<file path="src/rtl/rv_mem_stage_if.sv">
// Data-bus bundle between the MEM stage (master) and data memory (slave).
// The request side is a req/ack handshake; read data is valid with ack.
interface rv_mem_stage_if;
   logic        dbus_req;
   logic        dbus_we;
   logic [31:0] dbus_addr;
   logic [3:0]  dbus_be;
   logic [31:0] dbus_wdata;
   logic        dbus_ack;
   logic [31:0] dbus_rdata;

   modport master (
      output dbus_req, dbus_we, dbus_addr, dbus_be, dbus_wdata,
      input  dbus_ack, dbus_rdata
   );

   modport slave (
      input  dbus_req, dbus_we, dbus_addr, dbus_be, dbus_wdata,
      output dbus_ack, dbus_rdata
   );
endinterface

</file>
<file path="src/rtl/rv_mem_stage.sv">
// RV32I memory stage: runs loads/stores on a req/ack bus with wait states,
// aligns and extends load data, stalls upstream while a transfer is pending.
module rv_mem_stage (
   input  logic        i_mem_clk,
   input  logic        i_mem_rstn,
   input  logic        i_mem_is_load,
   input  logic        i_mem_dmem_we,
   input  logic [2:0]  i_mem_dmem_bytectrl,
   input  logic [31:0] i_mem_alu_res,
   input  logic [31:0] i_mem_ext_imm,
   input  logic [31:0] i_mem_pc_plus_4,
   input  logic [31:0] i_mem_dmem_wd,
   input  logic        i_mem_rf_we,
   input  logic [4:0]  i_mem_rf_wa,
   input  logic [1:0]  i_mem_rf_wd_pre_sel,
   output logic        o_mem_stall,
   output logic [31:0] o_mem_rf_rd_fwd,
   rv_mem_stage_if.master dbus,
   output logic        o_mem_wb_rf_we,
   output logic [4:0]  o_mem_wb_rf_wa,
   output logic [31:0] o_mem_wb_rf_wd,
   output logic        o_mem_wb_misalign
);

   typedef enum logic {IDLE, WAIT} state_t;

   state_t      state_q;
   logic        access_p0;
   logic        is_b_p0;
   logic        is_h_p0;
   logic        misalign_p0;
   logic        aligned_p0;
   logic        stall_p0;
   logic [31:0] pre_val_p0;
   logic [31:0] wd_final_p0;

   function automatic logic [31:0] load_extend(input logic [2:0]  f3,
                                               input logic [1:0]  ofs,
                                               input logic [31:0] rdata);
      logic [31:0]        sh;
      logic signed [7:0]  b;
      logic signed [15:0] h;
      logic signed [31:0] sx;
      sh = rdata >> {ofs, 3'b000};
      b  = sh[7:0];
      h  = sh[15:0];
      case (f3)
         3'b000:  begin sx = b; load_extend = sx; end
         3'b001:  begin sx = h; load_extend = sx; end
         3'b100:  load_extend = {24'd0, sh[7:0]};
         3'b101:  load_extend = {16'd0, sh[15:0]};
         default: load_extend = rdata;
      endcase
   endfunction

   function automatic logic [3:0] byte_enables(input logic is_b, input logic is_h,
                                               input logic [1:0] ofs);
      if (is_b)
         byte_enables = 4'b0001 << ofs;
      else if (is_h)
         byte_enables = ofs[1] ? 4'b1100 : 4'b0011;
      else
         byte_enables = 4'b1111;
   endfunction

   function automatic logic [31:0] store_lanes(input logic is_b, input logic is_h,
                                               input logic [31:0] wd);
      if (is_b)
         store_lanes = {4{wd[7:0]}};
      else if (is_h)
         store_lanes = {2{wd[15:0]}};
      else
         store_lanes = wd;
   endfunction

   // Stage p0: decode, alignment check and combinational bus drive
   always_comb begin
      is_b_p0 = 1'b0;
      is_h_p0 = 1'b0;
      case (i_mem_dmem_bytectrl)
         3'b000, 3'b100: is_b_p0 = 1'b1;
         3'b001, 3'b101: is_h_p0 = 1'b1;
         default:        ;
      endcase
   end

   assign access_p0   = i_mem_is_load | i_mem_dmem_we;
   assign misalign_p0 = access_p0 &
                        ((is_h_p0 & i_mem_alu_res[0]) |
                         (~is_b_p0 & ~is_h_p0 & (i_mem_alu_res[1:0] != 2'b00)));
   assign aligned_p0  = access_p0 & ~misalign_p0;
   assign stall_p0    = aligned_p0 & ~dbus.dbus_ack;

   // Reset gates the handshake outputs so an in-flight request drops at once.
   assign o_mem_stall     = stall_p0 & i_mem_rstn;
   assign dbus.dbus_req   = aligned_p0 & i_mem_rstn;
   assign dbus.dbus_we    = i_mem_dmem_we & aligned_p0 & i_mem_rstn;
   assign dbus.dbus_addr  = {i_mem_alu_res[31:2], 2'b00};
   assign dbus.dbus_be    = byte_enables(is_b_p0, is_h_p0, i_mem_alu_res[1:0]);
   assign dbus.dbus_wdata = store_lanes(is_b_p0, is_h_p0, i_mem_dmem_wd);

   always_comb begin
      case (i_mem_rf_wd_pre_sel)
         2'b01:   pre_val_p0 = i_mem_ext_imm;
         2'b10:   pre_val_p0 = i_mem_pc_plus_4;
         default: pre_val_p0 = i_mem_alu_res;
      endcase
   end

   assign o_mem_rf_rd_fwd = pre_val_p0;
   assign wd_final_p0     = i_mem_is_load
                          ? load_extend(i_mem_dmem_bytectrl, i_mem_alu_res[1:0], dbus.dbus_rdata)
                          : pre_val_p0;

   always_ff @(posedge i_mem_clk or negedge i_mem_rstn) begin
      if (!i_mem_rstn) begin
         state_q <= IDLE;
      end else begin
         case (state_q)
            IDLE:    if (aligned_p0 && !dbus.dbus_ack) state_q <= WAIT;
            WAIT:    if (dbus.dbus_ack)                state_q <= IDLE;
            default: state_q <= IDLE;
         endcase
      end
   end

   // Stage p1: MEM/WB register; a stalled cycle retires as a bubble
   always_ff @(posedge i_mem_clk or negedge i_mem_rstn) begin
      if (!i_mem_rstn) begin
         o_mem_wb_rf_we    <= 1'b0;
         o_mem_wb_rf_wa    <= 5'd0;
         o_mem_wb_rf_wd    <= 32'd0;
         o_mem_wb_misalign <= 1'b0;
      end else if (stall_p0) begin
         o_mem_wb_rf_we    <= 1'b0;
         o_mem_wb_misalign <= 1'b0;
      end else begin
         o_mem_wb_rf_we    <= i_mem_rf_we & ~misalign_p0;
         o_mem_wb_rf_wa    <= i_mem_rf_wa;
         o_mem_wb_rf_wd    <= wd_final_p0;
         o_mem_wb_misalign <= misalign_p0;
      end
   end

endmodule
</file>
<file path="src/flat_wrapper.sv">
// flat-port wrapper written by rule: the top's interface ports become plain ports
module rv_mem_stage_flat 
  (i_mem_clk, i_mem_rstn, i_mem_is_load, i_mem_dmem_we, i_mem_dmem_bytectrl, i_mem_alu_res, i_mem_ext_imm, i_mem_pc_plus_4, i_mem_dmem_wd, i_mem_rf_we, i_mem_rf_wa, i_mem_rf_wd_pre_sel, o_mem_stall, o_mem_rf_rd_fwd, o_mem_wb_rf_we, o_mem_wb_rf_wa, o_mem_wb_rf_wd, o_mem_wb_misalign, dbus_dbus_req, dbus_dbus_we, dbus_dbus_addr, dbus_dbus_be, dbus_dbus_wdata, dbus_dbus_ack, dbus_dbus_rdata);
  rv_mem_stage_if dbus_i ();
  input  logic i_mem_clk;
  input  logic i_mem_rstn;
  input  logic i_mem_is_load;
  input  logic i_mem_dmem_we;
  input  logic [2:0] i_mem_dmem_bytectrl;
  input  logic [31:0] i_mem_alu_res;
  input  logic [31:0] i_mem_ext_imm;
  input  logic [31:0] i_mem_pc_plus_4;
  input  logic [31:0] i_mem_dmem_wd;
  input  logic i_mem_rf_we;
  input  logic [4:0] i_mem_rf_wa;
  input  logic [1:0] i_mem_rf_wd_pre_sel;
  output logic o_mem_stall;
  output logic [31:0] o_mem_rf_rd_fwd;
  output logic o_mem_wb_rf_we;
  output logic [4:0] o_mem_wb_rf_wa;
  output logic [31:0] o_mem_wb_rf_wd;
  output logic o_mem_wb_misalign;
  output wire logic [$bits(dbus_i.dbus_req)-1:0] dbus_dbus_req;
  output wire logic [$bits(dbus_i.dbus_we)-1:0] dbus_dbus_we;
  output wire logic [$bits(dbus_i.dbus_addr)-1:0] dbus_dbus_addr;
  output wire logic [$bits(dbus_i.dbus_be)-1:0] dbus_dbus_be;
  output wire logic [$bits(dbus_i.dbus_wdata)-1:0] dbus_dbus_wdata;
  input wire logic [$bits(dbus_i.dbus_ack)-1:0] dbus_dbus_ack;
  input wire logic [$bits(dbus_i.dbus_rdata)-1:0] dbus_dbus_rdata;
  assign dbus_dbus_req = dbus_i.dbus_req;
  assign dbus_dbus_we = dbus_i.dbus_we;
  assign dbus_dbus_addr = dbus_i.dbus_addr;
  assign dbus_dbus_be = dbus_i.dbus_be;
  assign dbus_dbus_wdata = dbus_i.dbus_wdata;
  assign dbus_i.dbus_ack = dbus_dbus_ack;
  assign dbus_i.dbus_rdata = dbus_dbus_rdata;
  rv_mem_stage u_core (.i_mem_clk(i_mem_clk), .i_mem_rstn(i_mem_rstn), .i_mem_is_load(i_mem_is_load), .i_mem_dmem_we(i_mem_dmem_we), .i_mem_dmem_bytectrl(i_mem_dmem_bytectrl), .i_mem_alu_res(i_mem_alu_res), .i_mem_ext_imm(i_mem_ext_imm), .i_mem_pc_plus_4(i_mem_pc_plus_4), .i_mem_dmem_wd(i_mem_dmem_wd), .i_mem_rf_we(i_mem_rf_we), .i_mem_rf_wa(i_mem_rf_wa), .i_mem_rf_wd_pre_sel(i_mem_rf_wd_pre_sel), .o_mem_stall(o_mem_stall), .o_mem_rf_rd_fwd(o_mem_rf_rd_fwd), .dbus(dbus_i), .o_mem_wb_rf_we(o_mem_wb_rf_we), .o_mem_wb_rf_wa(o_mem_wb_rf_wa), .o_mem_wb_rf_wd(o_mem_wb_rf_wd), .o_mem_wb_misalign(o_mem_wb_misalign));
endmodule
</file>
<file path="config.mk">
export PLATFORM = sky130hd
export DESIGN_NAME = rv_mem_stage_flat
export DESIGN_NICKNAME = d
export VERILOG_FILES = /design/src/rtl/rv_mem_stage_if.sv /design/src/rtl/rv_mem_stage.sv /design/src/flat_wrapper.sv
export SDC_FILE = /design/constraint.sdc
export NUM_CORES = 1
export LEC_CHECK = 0
export BUFFER_PORTS_ARGS = -buffer_cell sky130_fd_sc_hd__buf_2
export CAP_MARGIN = 20
export CORE_AREA = 3 3 121 123
export CTS_BUF_LIST = sky130_fd_sc_hd__clkbuf_4 sky130_fd_sc_hd__clkbuf_8 sky130_fd_sc_hd__clkbuf_16
export DETAILED_ROUTE_END_ITERATION = 8
export DIE_AREA = 0 0 124 126
export SLEW_MARGIN = 20
export SYNTH_ARGS = -nofsm -noshare
export SYNTH_HDL_FRONTEND = slang
export SYNTH_SLANG_ARGS = --single-unit
</file>
<file path="constraint.sdc">
create_clock -name i_mem_clk -period 4.91 [get_ports i_mem_clk]
set_input_delay 0.982 -clock i_mem_clk [delete_from_list [all_inputs] [get_ports i_mem_clk]]
set_output_delay 0.982 -clock i_mem_clk [all_outputs]
set_load 0.05 [all_outputs]
</file>
==> results of run 1 <==
## synthesized netlist by cell type, types with 5 or more instances
master	n
a21oi_1	38
a22oi_1	31
buf_2	11
buf_4	42
clkbuf_1	32
dfrtp_1	39
inv_1	5
mux2_2	16
mux2i_1	18
nand2_1	116
nand2b_1	18
nand3b_1	9
nor2_1	12
nor2b_1	9
o211a_1	17
o211ai_1	7
o21ai_0	74
o21ai_1	10
o221ai_1	7
o22ai_1	7
## kinds of logic after synthesis
kind of cell    Yosys count  synth area share, %
buf+inv                  94                 13.5
other cells               1               0.0941
fa+ha+maj                 2                0.628
flops                    39                 24.5
simple gates            171                 19.2
compound gates          202                 32.4
mux                      35                 9.61
## area by class of cell
type	instances	area [um2]	area share (%)
Tap cell	180	225	4.08
Multi-Input combinational cell	412	2470	44.8
Sequential cell	39	976	17.7
Inverter	5	18.8	0.340
Clock inverter	3	43.8	0.793
Clock buffer	5	125	2.27
Timing Repair Buffer	326	1660	30.0
## critical path, cell delays in order
cell and delay [ns]:
buf_2 0.11, inv_1 0.05, ha_1 0.49, buf_4 0.37, a22oi_1 0.10, o21ai_0 0.35, buf_2 0.34
## power by group
| part | internal [uW] | leakage [uW] | switching [uW] | total [uW] |
|---|---|---|---|---|
| registers | 366 | 0.000469 | 21.9 | 388 |
| clock network | 240 | 0.0000838 | 139 | 379 |
| logic | 225 | 0.00233 | 659 | 884 |
## placed cells by master, fill, tap and decap left out, types with 2 or more instances in the layout
cell and n:
a211oi_1 2, a21oi_1 38, a22oi_1 31, buf_2 315, buf_4 11, clkbuf_16 5, conb_1 2, dfrtp_1 39
inv_1 5, mux2_2 16, mux2i_1 18, nand2_1 116, nand2b_1 18, nand3b_1 9, nor2_1 12, nor2b_1 9
nor3b_1 2, o211a_1 17, o211ai_1 7, o21ai_0 74, o21ai_1 10, o221ai_1 7, o22ai_1 7
## state kept, by name (all words and copies together) (netlist names)
| signal | count |
|---|---|
| u_core.o_mem_wb_rf_wd | 32 |
| u_core.o_mem_wb_misalign | 1 |
| u_core.o_mem_wb_rf_we | 1 |
| u_core.o_mem_wb_rf_wa | 5 |
## per-stage QoR
step | std cells | hold slack, ns | util (%) | worst slack [ns] | power [uW]
floorplan | 545 | 0.686 | - | 0.964 | 1040
global placement | 962 | 0.452 | 38.9 | 1.15 | 1280
detailed placement | 962 | 0.459 | 38.9 | 1.13 | 1280
CTS | 970 | 0.473 | 40.1 | 1.13 | 1670
global route | 970 | 0.484 | 40.1 | 1.01 | 1740
finish | 970 | 0.468 | 40.1 | 1.12 | 1650
## layer usage
metal | global-route usage, % | share of wire [%] | wire length (um)
met5 | 0 | 0.040 | 7
met4 | 2.32 | 0.35 | 60
met2 | 36.9 | 50 | 8720
met1 | 26.9 | 42 | 7310
met3 | 3.64 | 7.1 | 1230
## worst paths after layout
check | endpoint | slack [ns] | cells past startpoint
worst max-delay path | o_mem_rf_rd_fwd[8] | 1.12 | 7
worst min register to register | u_core.o_mem_wb_rf_wa[0] | 0.47 | 2
max in group asynchronous | u_core.o_mem_wb_rf_wd[1] | 3.73 | 2
worst max register to register | u_core.o_mem_wb_rf_wd[8] | 4.24 | 2
worst min-delay path | u_core.o_mem_wb_rf_wa[0] | 0.47 | 2
min in group asynchronous | u_core.o_mem_wb_rf_wa[4] | 0.80 | 2
==> qor.yml, run 1 <==
die:
  std_cell_rows: 43
  die_h_um: 126
  area_of_the_die_mm2: 0.0156
  area_of_the_placeable_core_mm2: 0.0138
  io_pins: 318
  floorplan.initialDensity_pct: 28.9
  die-width_um: 124
place:
  hpwl_um: 13900
  post_dp_cell_area_mm2: 0.00535
  place.port_buffers: 315
  place_congestion: 0.766
sta:
  timing_max_transition_violations_final: 0
  slew_headroom_pct: 56.0
  setup_viol_count_final: 0
  tightestPinTransition_ns: 0.659
  period_share_pct: 77.2
  hold_violations: 0
  clock.fmax_mhz: 264
  setup_tns_ns: 0
  unrepaired_setup_endpoints_after_global_routing: "false"
  final.min_clock_period_ns: 3.79
  clock-skew-final_ns: 0
clock_tree:
  path_clk_slew_ns: 0.06
  clk-insertion-delay-late_ns: 0.28
  cts_root_buf: "clkbuf_16"
  cts_post_setup_buffers_inserted: 0
  h-tree-depth: 2
  cts_tree: "yes"
  numCtsBuffers: 5
  clkSinkCount: 39
  cts.path.max_buffers: 2
  holdBufCountCts: 0
  cts.repair.resized: 0
logic_synthesis:
  netlist_instances: 544
  synthesis_stage_register_bit_count: 39
  synth_async_sr_flop_share_pct: 100
  synth.top_cell.area_share_pct: 24.5
  synth_warnings: 0
  synth.top_cells.by_area: "dfrtp_1, nand2_1, o21ai_0, buf_4, a22oi_1"
  postSynthAreaPerCell_um2: 7.32
  synth_top_area_cell: "dfrtp_1"
  synth_edf_count: 0
  synthDistinctLibCells: 41
  syn_area_mm2: 0.00398
  synth_top_flop_cell: "dfrtp_1"
  synth_sequential_area_ratio_pct: 24.5
pwr:
  powerDensity_mw_per_mm2: 299
  leakage_power_uw: 0.00289
  peakVddDrop_mv: 0.114
drt:
  route.vias.total: 4828
  route.final.wire_length_um: 17300
  routedWlPerCell_um: 17.9
  drt_first_iter_violations: 234
  route.antenna.remaining_nets: 0
  route.detailed.vias_per_inst: 4.98
  route.detailed.drc: 0
  detail_route.first_pass.iterations: 4
layout:
  synthToLayoutAreaGrowth_pct: 38.6
  antenna_cells_inserted: 0
  drive_above_1_share_pct: 45.2
  nets_final: 967
  nFillCells: 1519
  design_area_mm2: 0.00552
worst_setup_path:
  crit_path_start: "i_mem_rf_wd_pre_sel[1]"
  timing.setup.critical_path_class: "input port to primary output"
  arrival_time_of_the_worst_setup_path_ns: 2.81
  critical_path.reg2reg.startpoint: "u_core.o_mem_wb_rf_wd[8]"
  setup.worst_path.start_class: "input port"
  end_kind: "primary output"
  worst_ep_required_time_ns: 3.93
  cp_max_fo: 20
job:
  maxcap_violations: 0
worst_hold_path:
  min-delay-start: "u_core.o_mem_wb_rf_wa[0]"
  hold_path_class: "flop to flop"
global_route:
  antenna_found_initial: 1
  grt_util_all_layers_pct: 20.8
  grt_overflow: 0
  grt_pass1_wl_um: 25400
  maximum_number_of_pins_on_one_net_before_global_route_repair: 55
  grt_pass1_vias: 4531
status:
  outcome: "finished, final reports clean"
Note: power is estimated with default switching activity, not from simulation.
==> run 2: changes to the inputs <==
Clock period 4.91 ns to 3.4 ns, I/O delays scaled along.
==> run 2 against run 1 <==
Net effect: sequential share of layout area is 0.064 points lower; clock skew stayed put; combinational power is 45% higher; first-iteration DRC count is 7.7% higher; hold slack better by 0.0011 ns; clock-buffer cell count stayed put; cell count is 0.21% higher; total power is 41% higher; global-route usage is 0.34 points higher; highest routed layer unchanged.
==> qor.yml, run 2 (synthesis results as in run 1) <==
drt:
  uppermost_signal_routing_layer_after_detailed_routing: "met5"
  drt_first_iter_violations: 252  # +7.7%
  route.detailed.vias_per_inst: 4.97  # -0.14%
  detail_route.first_pass.iterations: 5  # +1
  m1WireLength_um: 7420  # +1.5%
  route.vias.total: 4831  # +0.062%
  met2RoutedLength_um: 8650  # -0.88%
  route.detailed.drc: 0  # unchanged
  route.final.wire_length_um: 17400  # +0.66%
  route.antenna.remaining_nets: 0  # unchanged
  route.met3.wl_um: 1270  # +3.2%
  routedWlPerCell_um: 17.9  # +0.46%
layout:
  layout_commonest_cell: "buf_2"
  fin_cells: 972  # +0.21%
  largest_registers: "u_core.o_mem_wb_rf_wd (32), u_core.o_mem_wb_rf_wa (5)"
  nets_final: 969  # +0.21%
  design_area_mm2: 0.00554  # +0.36%
  drive_above_1_share_pct: 45.3  # +0.14 points
  antenna_cells_inserted: 0  # unchanged
  most-common-layout-cells: "buf_2, nand2_1, o21ai_0"
  synthToLayoutAreaGrowth_pct: 39.1
  largest_register_ff_count: 32  # unchanged
  nFillCells: 1532  # +0.86%
  largest-register: "u_core.o_mem_wb_rf_wd"
worst_setup_path:
  crit_family: "adder cells"
  arrival_time_of_the_worst_setup_path_ns: 2.31  # -0.50 ns
  critical_path.max_stage_delay_ns: 0.74  # +0.25 ns
  crit_path_cell_trace: "buf_2 -> inv_1 -> ha_2 -> buf_4 -> nand2_1 -> o21ai_0 -> buf_2"
  end_kind: "primary output"
  critical_path.reg2reg.startpoint: "u_core.o_mem_wb_rf_wd[8]"
  r2r_cells: 2  # unchanged
  worst_ep_required_time_ns: 2.72  # -1.21 ns
  setup.worst_path.start_class: "input port"
  cpMostUsedCell: "buf_2"
  cp_max_fo: 40  # +100%
  worst-r2r-setup-slack_ns: 2.71  # -1.53 ns
  rr_endpoint: "u_core.o_mem_wb_rf_wd[8]"
  timing.setup.critical_path_class: "input port to primary output"
  critical_path_buf_inv_count: 4  # unchanged
  crit_path_top_delay_cell: "ha_2"
sta:
  clock.fmax_mhz: 334
  hold_violations: 0  # unchanged
  timing.final.ws_setup_ns: 0.409  # -0.713 ns
  setup_tns_ns: 0  # unchanged
  clock-skew-final_ns: 0  # unchanged
  timing_max_transition_violations_final: 0  # unchanged
  slew_headroom_pct: 36.7  # -19 points
  period_share_pct: 88.0
  setup_viol_count_final: 0  # unchanged
  final.min_clock_period_ns: 2.99
  unrepaired_setup_endpoints_after_global_routing: "false"
  tightestPinTransition_ns: 0.950  # +0.290 ns
job:
  maxcap_violations: 0  # unchanged
clock_tree:
  h-tree-depth: 2  # unchanged
  clk-insertion-delay-late_ns: 0.28  # about the same
  path_clk_slew_ns: 0.06  # about the same
  cts_post_setup_buffers_inserted: 0  # unchanged
  cts.repair.resized: 0  # unchanged
  numCtsBuffers: 5  # unchanged
  holdBufCountCts: 0  # unchanged
  cts_root_buf: "clkbuf_16"
  cts.path.max_buffers: 2  # unchanged
  cts_tree: "yes"
  clkSinkCount: 39  # unchanged
place:
  pre_cts_slack_ns: 0.406  # -0.724 ns
  numPlacedInstances: 964  # +0.21%
  place.port_buffers: 315  # unchanged
  hpwl_um: 13900  # about the same
  place_congestion: 0.794  # +3.7%
  post_dp_cell_area_mm2: 0.00539  # +0.75%
die:
  die_h_um: 126  # unchanged
  io_pins: 318  # unchanged
  area_of_the_die_mm2: 0.0156  # unchanged
  area_of_the_placeable_core_mm2: 0.0138  # unchanged
  die-width_um: 124  # unchanged
  floorplan.initialDensity_pct: 28.9  # unchanged
  std_cell_rows: 43  # unchanged
pwr:
  internal-power_uw: 1130  # +36%
  p_switching_uw: 1190  # +45%
  power.switching_fraction_pct: 51.1  # +1.5 points
  share_comb_of_total_power_pct: 55.3  # +1.7 points
  powerDensity_mw_per_mm2: 418  # +40%
  peakVddDrop_mv: 0.192  # +69%
  power.share.clock_pct: 20.6  # -2.3 points
  leakage_power_uw: 0.00289  # about the same
  seq_power_share_pct: 24.1  # +0.6 points
global_route:
  grt_pass1_vias: 4493  # -0.84%
  grt_overflow: 0  # unchanged
  maximum_number_of_pins_on_one_net_before_global_route_repair: 66  # +20%
  grt_util_all_layers_pct: 21.1  # +0.34 points
  antenna_found_initial: 1  # unchanged
  grt_pass1_wl_um: 25600  # +0.76%
status:
  outcome: "finished, final reports clean"
worst_hold_path:
  hold_path_class: "flop to flop"
  worst_hold_path.num_cells: 2  # unchanged
  worstHoldEndpoint: "u_core.o_mem_wb_rf_wa[0]"
  min-delay-start: "u_core.o_mem_wb_rf_wa[0]"
[run 2: cell count changes in the layout (fill, tap and decap cells not counted)]
cell        delta
clkinv_4       -1
buf_12         +2
inv_6          +1
clkinv_2       -1
clkinvlp_4     +2
bufinv_16      -1
[run 2: tightest hold or removal path: cells and delay by family, from the launching register on]
family           cells  cell delay, ns
DFF                  1            0.34
and+or+nand+nor      2            0.10
[run 2: power by group through the flow]
stage	registers [uW]	logic (uW)	clock network [uW]
global placement	565	1290	0
floorplan	797	698	0
global route	567	1370	520
CTS	559	1290	500
detailed placement	567	1290	0
finish	559	1280	477
[run 2: how the worst max path moves through the flow]
stage	from	endpoint	slack [ns]	cells past startpoint
floorplan	i_mem_dmem_bytectrl[1]	o_mem_stall	0.06	6
global placement	i_mem_rf_wd_pre_sel[0]	o_mem_rf_rd_fwd[9]	0.44	7
detailed placement	i_mem_rf_wd_pre_sel[0]	o_mem_rf_rd_fwd[13]	0.41	7
CTS	i_mem_rf_wd_pre_sel[0]	o_mem_rf_rd_fwd[13]	0.40	7
global route	i_mem_rf_wd_pre_sel[0]	o_mem_rf_rd_fwd[13]	0.27	7
finish	i_mem_rf_wd_pre_sel[0]	o_mem_rf_rd_fwd[11]	0.41	7
[run 2: final cells by class]
cell class              count  area [um2]  share of cell area [%]
multi-input cells         412        2470                    44.7
repair buffers            328        1700                    30.7
flip-flops and latches     39         976                    17.6
well taps                 180         225                    4.06
clock buffers               5         125                    2.26
clock inverters             3        23.8                   0.429
inverters                   5        18.8                   0.339
[run 2: through the flow]
stage	total power (uW)	hold slack [ns]	util, %
4_1_cts	2350	0.476	40.2
2_1_floorplan	1490	0.384	-
6_report	2320	0.469	40.2
5_1_grt	2450	0.500	40.2
3_3_place_gp	1850	0.449	39.2
3_5_place_dp	1860	0.462	39.2
[run 2: per-layer routing]
| metal | up-vias | global-route usage, % |
|---|---|---|
| met5 | - | 0 |
| met4 | 2 | 2.51 |
| met3 | 8 | 3.77 |
| met2 | 207 | 36.2 |
| met1 | 2227 | 28.4 |
| li1 | 2387 | - |
==> run 3: changes to the inputs <==
Clock period 3.4 ns to 3.3 ns, I/O delays scaled along.
==> run 3 against run 2 <==
Net effect: first-iteration DRC count fell by 9.1%; sequential share of layout area about the same; combinational power hardly changed; highest routed layer is now met4.
==> qor.yml, run 3 (synthesis results as in run 1) <==
layout:
  largest_registers: "u_core.o_mem_wb_rf_wd (32), u_core.o_mem_wb_rf_wa (5)"
  drive_above_1_share_pct: 45.4  # +0.057 points
  antenna_cells_inserted: 0  # unchanged
  nFillCells: 1527  # -0.33%
  multi_input_comb_area_mm2: 0.00248  # +0.10%
  synthToLayoutAreaGrowth_pct: 39.3
  nets_final: 968  # -0.10%
  layout_commonest_cell: "buf_2"
  area_taken_by_flip_flops_and_latches_um2: 976  # unchanged
  largest_register_ff_count: 32  # unchanged
  largest-register: "u_core.o_mem_wb_rf_wd"
  utilization_pct: 40.3  # +0.045 points
  most-common-layout-cells: "buf_2, nand2_1, o21ai_0"
worst_setup_path:
  worst_ep_required_time_ns: 2.64  # -0.08 ns
  arrival_time_of_the_worst_setup_path_ns: 2.28  # -0.03 ns
  crit_path_top_delay_cell: "ha_2"
  critical_path_buf_inv_count: 3  # -1
  crit_family: "adder cells"
  cp_max_fo: 26  # -35%
  timing.setup.critical_path_class: "input port to primary output"
  end_kind: "primary output"
  critical_path.max_stage_delay_ns: 0.55  # -0.19 ns
  critical_path.reg2reg.startpoint: "u_core.o_mem_wb_rf_wd[15]"
  setup.worst_path.start_class: "input port"
  crit_path_cell_trace: "buf_2 -> inv_1 -> ha_2 -> a22oi_1 -> o21ai_0 -> buf_2"
  cpMostUsedCell: "buf_2"
  crit_path_start: "i_mem_rf_wd_pre_sel[0]"
sta:
  tightestPinTransition_ns: 0.943  # -0.00670 ns
  timing_max_transition_violations_final: 0  # unchanged
  unrepaired_setup_endpoints_after_global_routing: "false"
  slew_headroom_pct: 37.1  # +0.45 points
  clock.fmax_mhz: 340
  period_share_pct: 89.0
  hold_violations: 0  # unchanged
  clock-skew-final_ns: 0  # unchanged
  final.min_clock_period_ns: 2.94
  setup_viol_count_final: 0  # unchanged
  setup_tns_ns: 0  # unchanged
clock_tree:
  holdBufCountCts: 0  # unchanged
  cts_post_setup_buffers_inserted: 0  # unchanged
  cts_root_buf: "clkbuf_16"
  clkSinkCount: 39  # unchanged
  path_clk_slew_ns: 0.06  # about the same
  h-tree-depth: 2  # unchanged
  numCtsBuffers: 5  # unchanged
  cts.repair.resized: 0  # unchanged
  clk-insertion-delay-late_ns: 0.28  # about the same
  cts_tree: "yes"
  cts.path.max_buffers: 2  # unchanged
die:
  std_cell_rows: 43  # unchanged
  area_of_the_die_mm2: 0.0156  # unchanged
  floorplan.initialDensity_pct: 28.9  # unchanged
  io_pins: 318  # unchanged
  die-width_um: 124  # unchanged
  area_of_the_placeable_core_mm2: 0.0138  # unchanged
  die_h_um: 126  # unchanged
job:
  maxcap_violations: 0  # unchanged
pwr:
  peakVddDrop_mv: 0.196  # +2.1%
  leakage_power_uw: 0.00289  # +0.20%
  powerDensity_mw_per_mm2: 435  # +4.1%
worst_hold_path:
  hold_path_class: "input port to asynchronous set/reset pin"
drt:
  detail_route.first_pass.iterations: 5  # unchanged
  drt_first_iter_violations: 229  # -9.1%
  route.final.wire_length_um: 16900  # -3.1%
  route.vias.total: 4824  # -0.14%
  route.antenna.remaining_nets: 0  # unchanged
  route.detailed.drc: 0  # unchanged
  route.detailed.vias_per_inst: 4.97  # about the same
  routedWlPerCell_um: 17.4  # -3.0%
global_route:
  grt_pass1_vias: 4449  # -0.98%
  maximum_number_of_pins_on_one_net_before_global_route_repair: 68  # +3.0%
  grt_util_all_layers_pct: 20.7  # -0.39 points
  grt_overflow: 0  # unchanged
  antenna_found_initial: 1  # unchanged
  grt_pass1_wl_um: 25400  # -0.78%
place:
  hpwl_um: 13400  # -3.6%
  place.port_buffers: 315  # unchanged
  place_congestion: 0.799  # +0.60%
status:
  outcome: "finished, final reports clean"
## run 3: per-stage QoR
step	total power (uW)	std cells	worst slack (ns)	area, um2	hold slack [ns]
2_1_floorplan	1540	545	0.136	3990	0.364
3_3_place_gp	1900	963	0.471	5390	0.448
3_5_place_dp	1910	963	0.373	5390	0.455
4_1_cts	2450	971	0.368	5550	0.469
5_1_grt	2550	971	0.194	5550	0.487
6_report	2420	971	0.362	5550	0.467
## run 3: final cells by class
class / instances / share of cell area [%]
repair buffers: 327 / 30.5
flip-flops and latches: 39 / 17.6
clock inverters: 1 / 0.135
well taps: 180 / 4.06
inverters: 5 / 0.338
clock buffers: 7 / 2.75
multi-input cells: 412 / 44.6
## run 3: path summary, 6_finish.rpt
check	end	slack, ns	cells past startpoint
max	o_mem_rf_rd_fwd[29]	0.36	6
min	u_core.o_mem_wb_rf_we	0.47	2
max reg2reg	u_core.o_mem_wb_rf_wd[15]	2.61	2
min reg2reg	u_core.o_mem_wb_rf_wa[4]	0.47	2
max in group asynchronous	u_core.o_mem_wb_rf_wd[17]	2.44	2
min in group i_mem_clk	u_core.o_mem_wb_rf_wa[4]	0.47	2
## run 3: power by group
group	switching [uW]	leakage (uW)	internal [uW]	total [uW]
sequential	32.6	0.000469	544	577
combinational	974	0.00235	339	1310
clock	205	0.0000761	322	526
## run 3: metal layers
metal	part of all wire (%)	global-route usage [%]	vias to the layer above
met5	0	0	-
met4	0.40	2.32	0
met3	6.6	3.28	6
met2	49	35.1	200
met1	44	28.6	2231
li1	-	-	2387
